[src/rtl/serial_cla_sequencer.sv]
// Serial adder: one 4-bit carry-lookahead slice per cycle, with a valid/ready
// handshake on both sides and abort support.
module serial_cla_sequencer #(
    parameter int unsigned WIDTH = 32
) (
    input  logic             clk,
    input  logic             rst,
    input  logic             in_valid,
    output logic             in_ready,
    input  logic [WIDTH-1:0] a,
    input  logic [WIDTH-1:0] b,
    input  logic             c_in,
    input  logic             abort,
    output logic             out_valid,
    input  logic             out_ready,
    output logic [WIDTH-1:0] sum,
    output logic             c_out,
    output logic             ovf,
    output logic             prop_all,
    output logic             busy
);

    localparam int unsigned NSLICE = WIDTH / 4;
    localparam int unsigned KW     = (NSLICE > 1) ? $clog2(NSLICE) : 1;
    localparam logic [KW-1:0] KLast = KW'(NSLICE - 1);

    typedef enum logic [1:0] {StIdle, StRun, StDone} state_e;

    state_e           state_q, state_d;
    logic [KW-1:0]    k_q, k_d;
    logic [WIDTH-1:0] a_q, a_d;
    logic [WIDTH-1:0] b_q, b_d;
    logic [WIDTH-1:0] sum_q, sum_d;
    logic             cr_q, cr_d;
    logic             pr_q, pr_d;
    logic             c_out_q, c_out_d;
    logic             ovf_q, ovf_d;

    logic [3:0] a_sl, b_sl, g, p, c, s;

    // Lookahead for the current slice, carries flattened in generate/propagate form
    always_comb begin
        a_sl = a_q[{k_q, 2'b00} +: 4];
        b_sl = b_q[{k_q, 2'b00} +: 4];
        g    = a_sl & b_sl;
        p    = a_sl ^ b_sl;
        c[0] = g[0] | (p[0] & cr_q);
        c[1] = g[1] | (p[1] & g[0]) | (p[1] & p[0] & cr_q);
        c[2] = g[2] | (p[2] & g[1]) | (p[2] & p[1] & g[0]) | (p[2] & p[1] & p[0] & cr_q);
        c[3] = g[3] | (p[3] & g[2]) | (p[3] & p[2] & g[1]) | (p[3] & p[2] & p[1] & g[0])
             | (p[3] & p[2] & p[1] & p[0] & cr_q);
        s    = p ^ {c[2:0], cr_q};
    end

    always_comb begin
        state_d = state_q;
        k_d     = k_q;
        a_d     = a_q;
        b_d     = b_q;
        sum_d   = sum_q;
        cr_d    = cr_q;
        pr_d    = pr_q;
        c_out_d = c_out_q;
        ovf_d   = ovf_q;

        unique case (state_q)
            StIdle: begin
                if (in_valid) begin
                    a_d     = a;
                    b_d     = b;
                    k_d     = '0;
                    cr_d    = c_in;
                    pr_d    = 1'b1;
                    state_d = StRun;
                end
            end
            StRun: begin
                if (abort) begin
                    state_d = StIdle;
                end else begin
                    sum_d[{k_q, 2'b00} +: 4] = s;
                    cr_d = c[3];
                    pr_d = pr_q & (&p);
                    if (k_q == KLast) begin
                        k_d     = '0;
                        c_out_d = c[3];
                        ovf_d   = c[3] ^ c[2];
                        state_d = StDone;
                    end else begin
                        k_d = k_q + 1'b1;
                    end
                end
            end
            StDone: begin
                if (abort || out_ready) begin
                    state_d = StIdle;
                end
            end
            default: state_d = StIdle;
        endcase
    end

    always_ff @(posedge clk) begin
        if (rst) begin
            state_q <= StIdle;
            k_q     <= '0;
            a_q     <= '0;
            b_q     <= '0;
            sum_q   <= '0;
            cr_q    <= 1'b0;
            pr_q    <= 1'b0;
            c_out_q <= 1'b0;
            ovf_q   <= 1'b0;
        end else begin
            state_q <= state_d;
            k_q     <= k_d;
            a_q     <= a_d;
            b_q     <= b_d;
            sum_q   <= sum_d;
            cr_q    <= cr_d;
            pr_q    <= pr_d;
            c_out_q <= c_out_d;
            ovf_q   <= ovf_d;
        end
    end

    assign in_ready  = (state_q == StIdle);
    assign out_valid = (state_q == StDone);
    assign busy      = (state_q != StIdle);
    assign sum       = sum_q;
    assign c_out     = c_out_q;
    assign ovf       = ovf_q;
    assign prop_all  = pr_q;

endmodule

[config.mk]
export PLATFORM = sky130hd
export DESIGN_NAME = serial_cla_sequencer
export DESIGN_NICKNAME = d
export VERILOG_FILES = /design/src/rtl/serial_cla_sequencer.sv
export SDC_FILE = /design/constraint.sdc
export NUM_CORES = 1
export LEC_CHECK = 0
export ABC_AREA = 1
export BUFFER_PORTS_ARGS = -buffer_cell sky130_fd_sc_hd__buf_4
export CAP_MARGIN = 20
export CELL_PAD_IN_SITES_DETAIL_PLACEMENT = 0
export CELL_PAD_IN_SITES_GLOBAL_PLACEMENT = 2
export CORE_UTILIZATION = 30
export CTS_BUF_LIST = sky130_fd_sc_hd__clkbuf_8
export CTS_CLUSTER_DIAMETER = 60
export DETAILED_ROUTE_END_ITERATION = 16
export GPL_TIMING_DRIVEN = 0
export PLACE_DENSITY = 0.81
export REMOVE_ABC_BUFFERS = 1
export SYNTH_ARGS = -nofsm -noshare
export SYNTH_HDL_FRONTEND = slang
export SYNTH_SLANG_ARGS = --single-unit
[constraint.sdc]
create_clock -name clk -period 3.4 [get_ports clk]
set_clock_uncertainty 0.2 [all_clocks]
set_input_delay 0.34 -clock clk [delete_from_list [all_inputs] [get_ports clk]]
set_output_delay 0.34 -clock clk [all_outputs]
set_load 0.01 [all_outputs]
==> results list <==
- The run finished with clean final reports.
- Launch point of the worst reg-to-reg path: k_q[1]
* Pre-CTS setup slack: -0.217 ns
* Die Footprint: 16700 um2
- STA puts the critical path data required time at 3.48 ns.
- Net load switching power: 747 uW
- Sw Ratio: 0.285
- Adding up every negative setup slack in the final design gives 0 ns.
- VDD sags by at most 0.160 mV.
- The initial antenna violation count was 0.
- Entering global routing, the biggest net connects 68 pins.
- The share of synthesized area in the top cell type comes to 0.434.
- The worst setup path is launched from a register.
- Post-layout min period: 3.05 ns
* TritonCTS clock tree: done
* Effective utilization at floorplan: 0.306
- Post-route cell area: 6270 um2
* Relative contribution of sequential cells to total power: 0.515
- The die is 129 um wide.
- Of the total power, the clock network draws 0.298.
- Row Count: 46
- Most frequent standard cell in the layout excluding fill and tap cells: nor2_1
- The H-tree generated during clock tree synthesis spans 3 levels.
* Post-DP HPWL: 8860 um
- After detailed routing, the number of remaining DRC violations is 0.
* Count of final max-slew check failures: 0
- For this run, the total global-route usage over all layers was measured as 0.164.
- Setup repair after global routing missed its margin: no
- Ranked by total cell area, the synthesized netlist is headed by dfxtp_1 43%, nor2_1 16%, o21ai_0 11%.
- Yosys mapped the design onto 35 distinct sky130hd cell types.
- Reg-to-Reg End: sum[26]
- Tightest Pin Transition: 0.704 ns
* Type of the tightest min-delay check: in2reg
- In this run the register-to-register setup slack is 0.35 ns.
* Drt first pass iters: 4
- Counting the fill cells in the layout gives 1710.
- The number of antenna diodes in the final layout is 0.
* Clock-pin slew on the worst setup and hold paths: 0.09 ns
- The worst register-to-register path has a depth of 11.
- Total I/O pin count: 108
* Number of global-route vias before repair: 4347
- Wire length reported by the detailed router: 12800 um
- The worst hold path terminates at b_q[20].
- Worst Hold Depth: 3
- The share of total power dissipated in combinational logic is 0.188.
- Most frequent cells in the layout: 203 x nor2_1, 109 x buf_4, 107 x o21ai_0, 103 x dfxtp_1, 75 x nand2_1
- Of all cell types, the one taking the most synthesized area is dfxtp_1.
- The number of clock buffers added by TritonCTS is 9.
- Total number of vias: 4615
- Setup violations remaining at the end of the flow were counted as 0.
* Arrival @ worst endpoint: 3.13 ns
* Clock root buffer: clkbuf_8
* Final Hold Fails: 0
- In the final layout, the share of cells above drive strength 1 is 0.199.
- Proportion of register bits with asynchronous set or reset after synthesis: 0
- The internal portion of the total power is 1870 uW.
* Vias per cell: 4.55
- Most used DFF post-synth: dfxtp_1
- Die Height: 129 um
- Start point of the worst min-delay path: b[20]
- In the finished design, the share of the clock period the worst path needs comes to 0.897.
- Deepest clock path buffer count: 2
- Floorplan core area: 15800 um2
- Routed WL per cell: 12.7 um
* Worst Slack Setup Final: 0.351 ns
- Static timing analysis puts the maximum clock frequency at 328 MHz.
- The net count of the finished layout is 878.
- Sequential share of the synthesized area: 0.434
* Post-Synthesis Mean Instance Area: 7.09 um2
- The cell area that synthesis handed to floorplanning was 4840 um2.
* Area after DPL: 5760 um2
* Post-route ant nets: 0
* Lkg Pwr: 0.00291 uW
* Grt total ovfl: 0
- Power spread over the standard cell area amounts to 418 nW/um2.
- Counting flops and latches in the post-synthesis netlist gives 105.
- First-pass GRT wire length: 21100 um
- Setup crit end kind: register
- At the later pin of the worst-skew pair, clock insertion delay measures 0.39 ns.
- Compared with the post-synthesis result, the final layout area differs by 29.5%.
- Routability-driven placement finished with a final weighted congestion of 0.750.
* Slew headroom: 0.530
- Max cap viols: 0
- In this run, the number of DRC markers left after iteration 0 of detailed routing was 131.
- Clock sink count: 105
- In this run the worst path has a maximum fanout of 18.
- For this run, the number of Yosys warnings is 0.
- Synthesis produced a netlist whose cell count is 683.
- Worst setup path category: reg2reg
* Buffers added on ports: 107
- Post-synth EDFFs: 0
[area by class of cell]
cell class              count  area (um2)  area share
clock buffers              11         151      0.0241
flip-flops and latches    105        2110       0.336
clock inverters             4        45.0     0.00718
inverters                  46         184      0.0293
well taps                 216         270      0.0431
multi-input cells         496        2390       0.380
repair buffers            137        1130       0.180
[flip-flops by register name, indices dropped and copies added (netlist names)]
| signal | count |
|---|---|
| a_q | 32 |
| b_q | 32 |
| sum | 32 |
| k_q | 3 |
| state_q | 2 |
| c_out | 1 |
| cr_q | 1 |
| ovf | 1 |
| prop_all | 1 |
[kinds of logic after synthesis]
kind of cell | Yosys count | synth area share
compound gates | 163 | 0.178
fa+ha+maj | 13 | 0.0351
flops | 105 | 0.434
simple gates | 319 | 0.278
xor+xnor | 1 | 0.00181
buf+inv | 82 | 0.0731
[power groups by stage]
| stage | Combinational (uW) | Sequential (uW) | Clock, uW |
|---|---|---|---|
| 6_report | 492 | 1350 | 780 |
| 4_1_cts | 490 | 1350 | 813 |
| 3_3_place_gp | 460 | 1380 | 0 |
| 2_1_floorplan | 294 | 1360 | 0 |
| 5_1_grt | 559 | 1360 | 863 |
| 3_5_place_dp | 467 | 1380 | 0 |
[cells in the mapped netlist (5+ instances only)]
cell type,instances
buf_4,6
inv_1,36
nand4_1,6
a31oi_1,5
o21ai_1,7
nor2_1,203
ha_1,12
nand2_1,75
dfxtp_1,105
nand3_1,8
nor2_2,5
inv_2,8
nor3_1,7
clkbuf_1,14
o21ai_0,107
a21oi_1,28
buf_2,15
[metrics by stage]
stage / utilization / power [uW] / hold slack, ns / std cells
5_1_grt: 0.396 / 2780 / 0.000858 / 1015
3_5_place_dp: 0.364 / 1850 / 0.267 / 971
2_1_floorplan: - / 1660 / 0.209 / 647
3_3_place_gp: 0.363 / 1840 / 0.258 / 970
4_1_cts: 0.392 / 2650 / 0.000154 / 1011
6_report: 0.396 / 2620 / 0.0113 / 1015
[per-layer routing]
layer / global-route usage / vias up / part of all wire
met3: 0.0367 / 15 / 0.043
li1: - / 2428 / -
met5: 0 / - / 0
met2: 0.283 / 92 / 0.47
met4: 0.0595 / 0 / 0.016
met1: 0.201 / 2080 / 0.47
[worst max-delay path, stage by stage (launching register included)]
cell and delay, ns:
dfxtp_2 0.66, clkinvlp_4 0.15, buf_4 0.23, nor2_1 0.13
o21ai_0 0.08, a31oi_1 0.38, ha_1 0.34, nand3_1 0.15
nand4_1 0.20, and2_1 0.23, nand2_1 0.11, a21oi_1 0.08
[timing repair]
item                                   CTS  global route
setup endpoints to repair               32            25
setup buffers                            0             2
resized for setup                        2             3
endpoints found under the hold margin   25             0
hold buffers                            25             0
[worst max path at each step]
| stage | from | depth (start not counted) | to | slack, ns |
|---|---|---|---|---|
| floorplan | k_q[0] | 11 | sum[25] | 0.44 |
| global placement | k_q[0] | 11 | sum[25] | -0.88 |
| CTS | k_q[0] | 11 | sum[21] | 0.17 |
| detailed placement | k_q[1] | 10 | sum[26] | -0.22 |
| finish | k_q[1] | 11 | sum[26] | 0.35 |
| global route | k_q[0] | 11 | sum[21] | 0.01 |
Power figures use the tool's default switching activity.
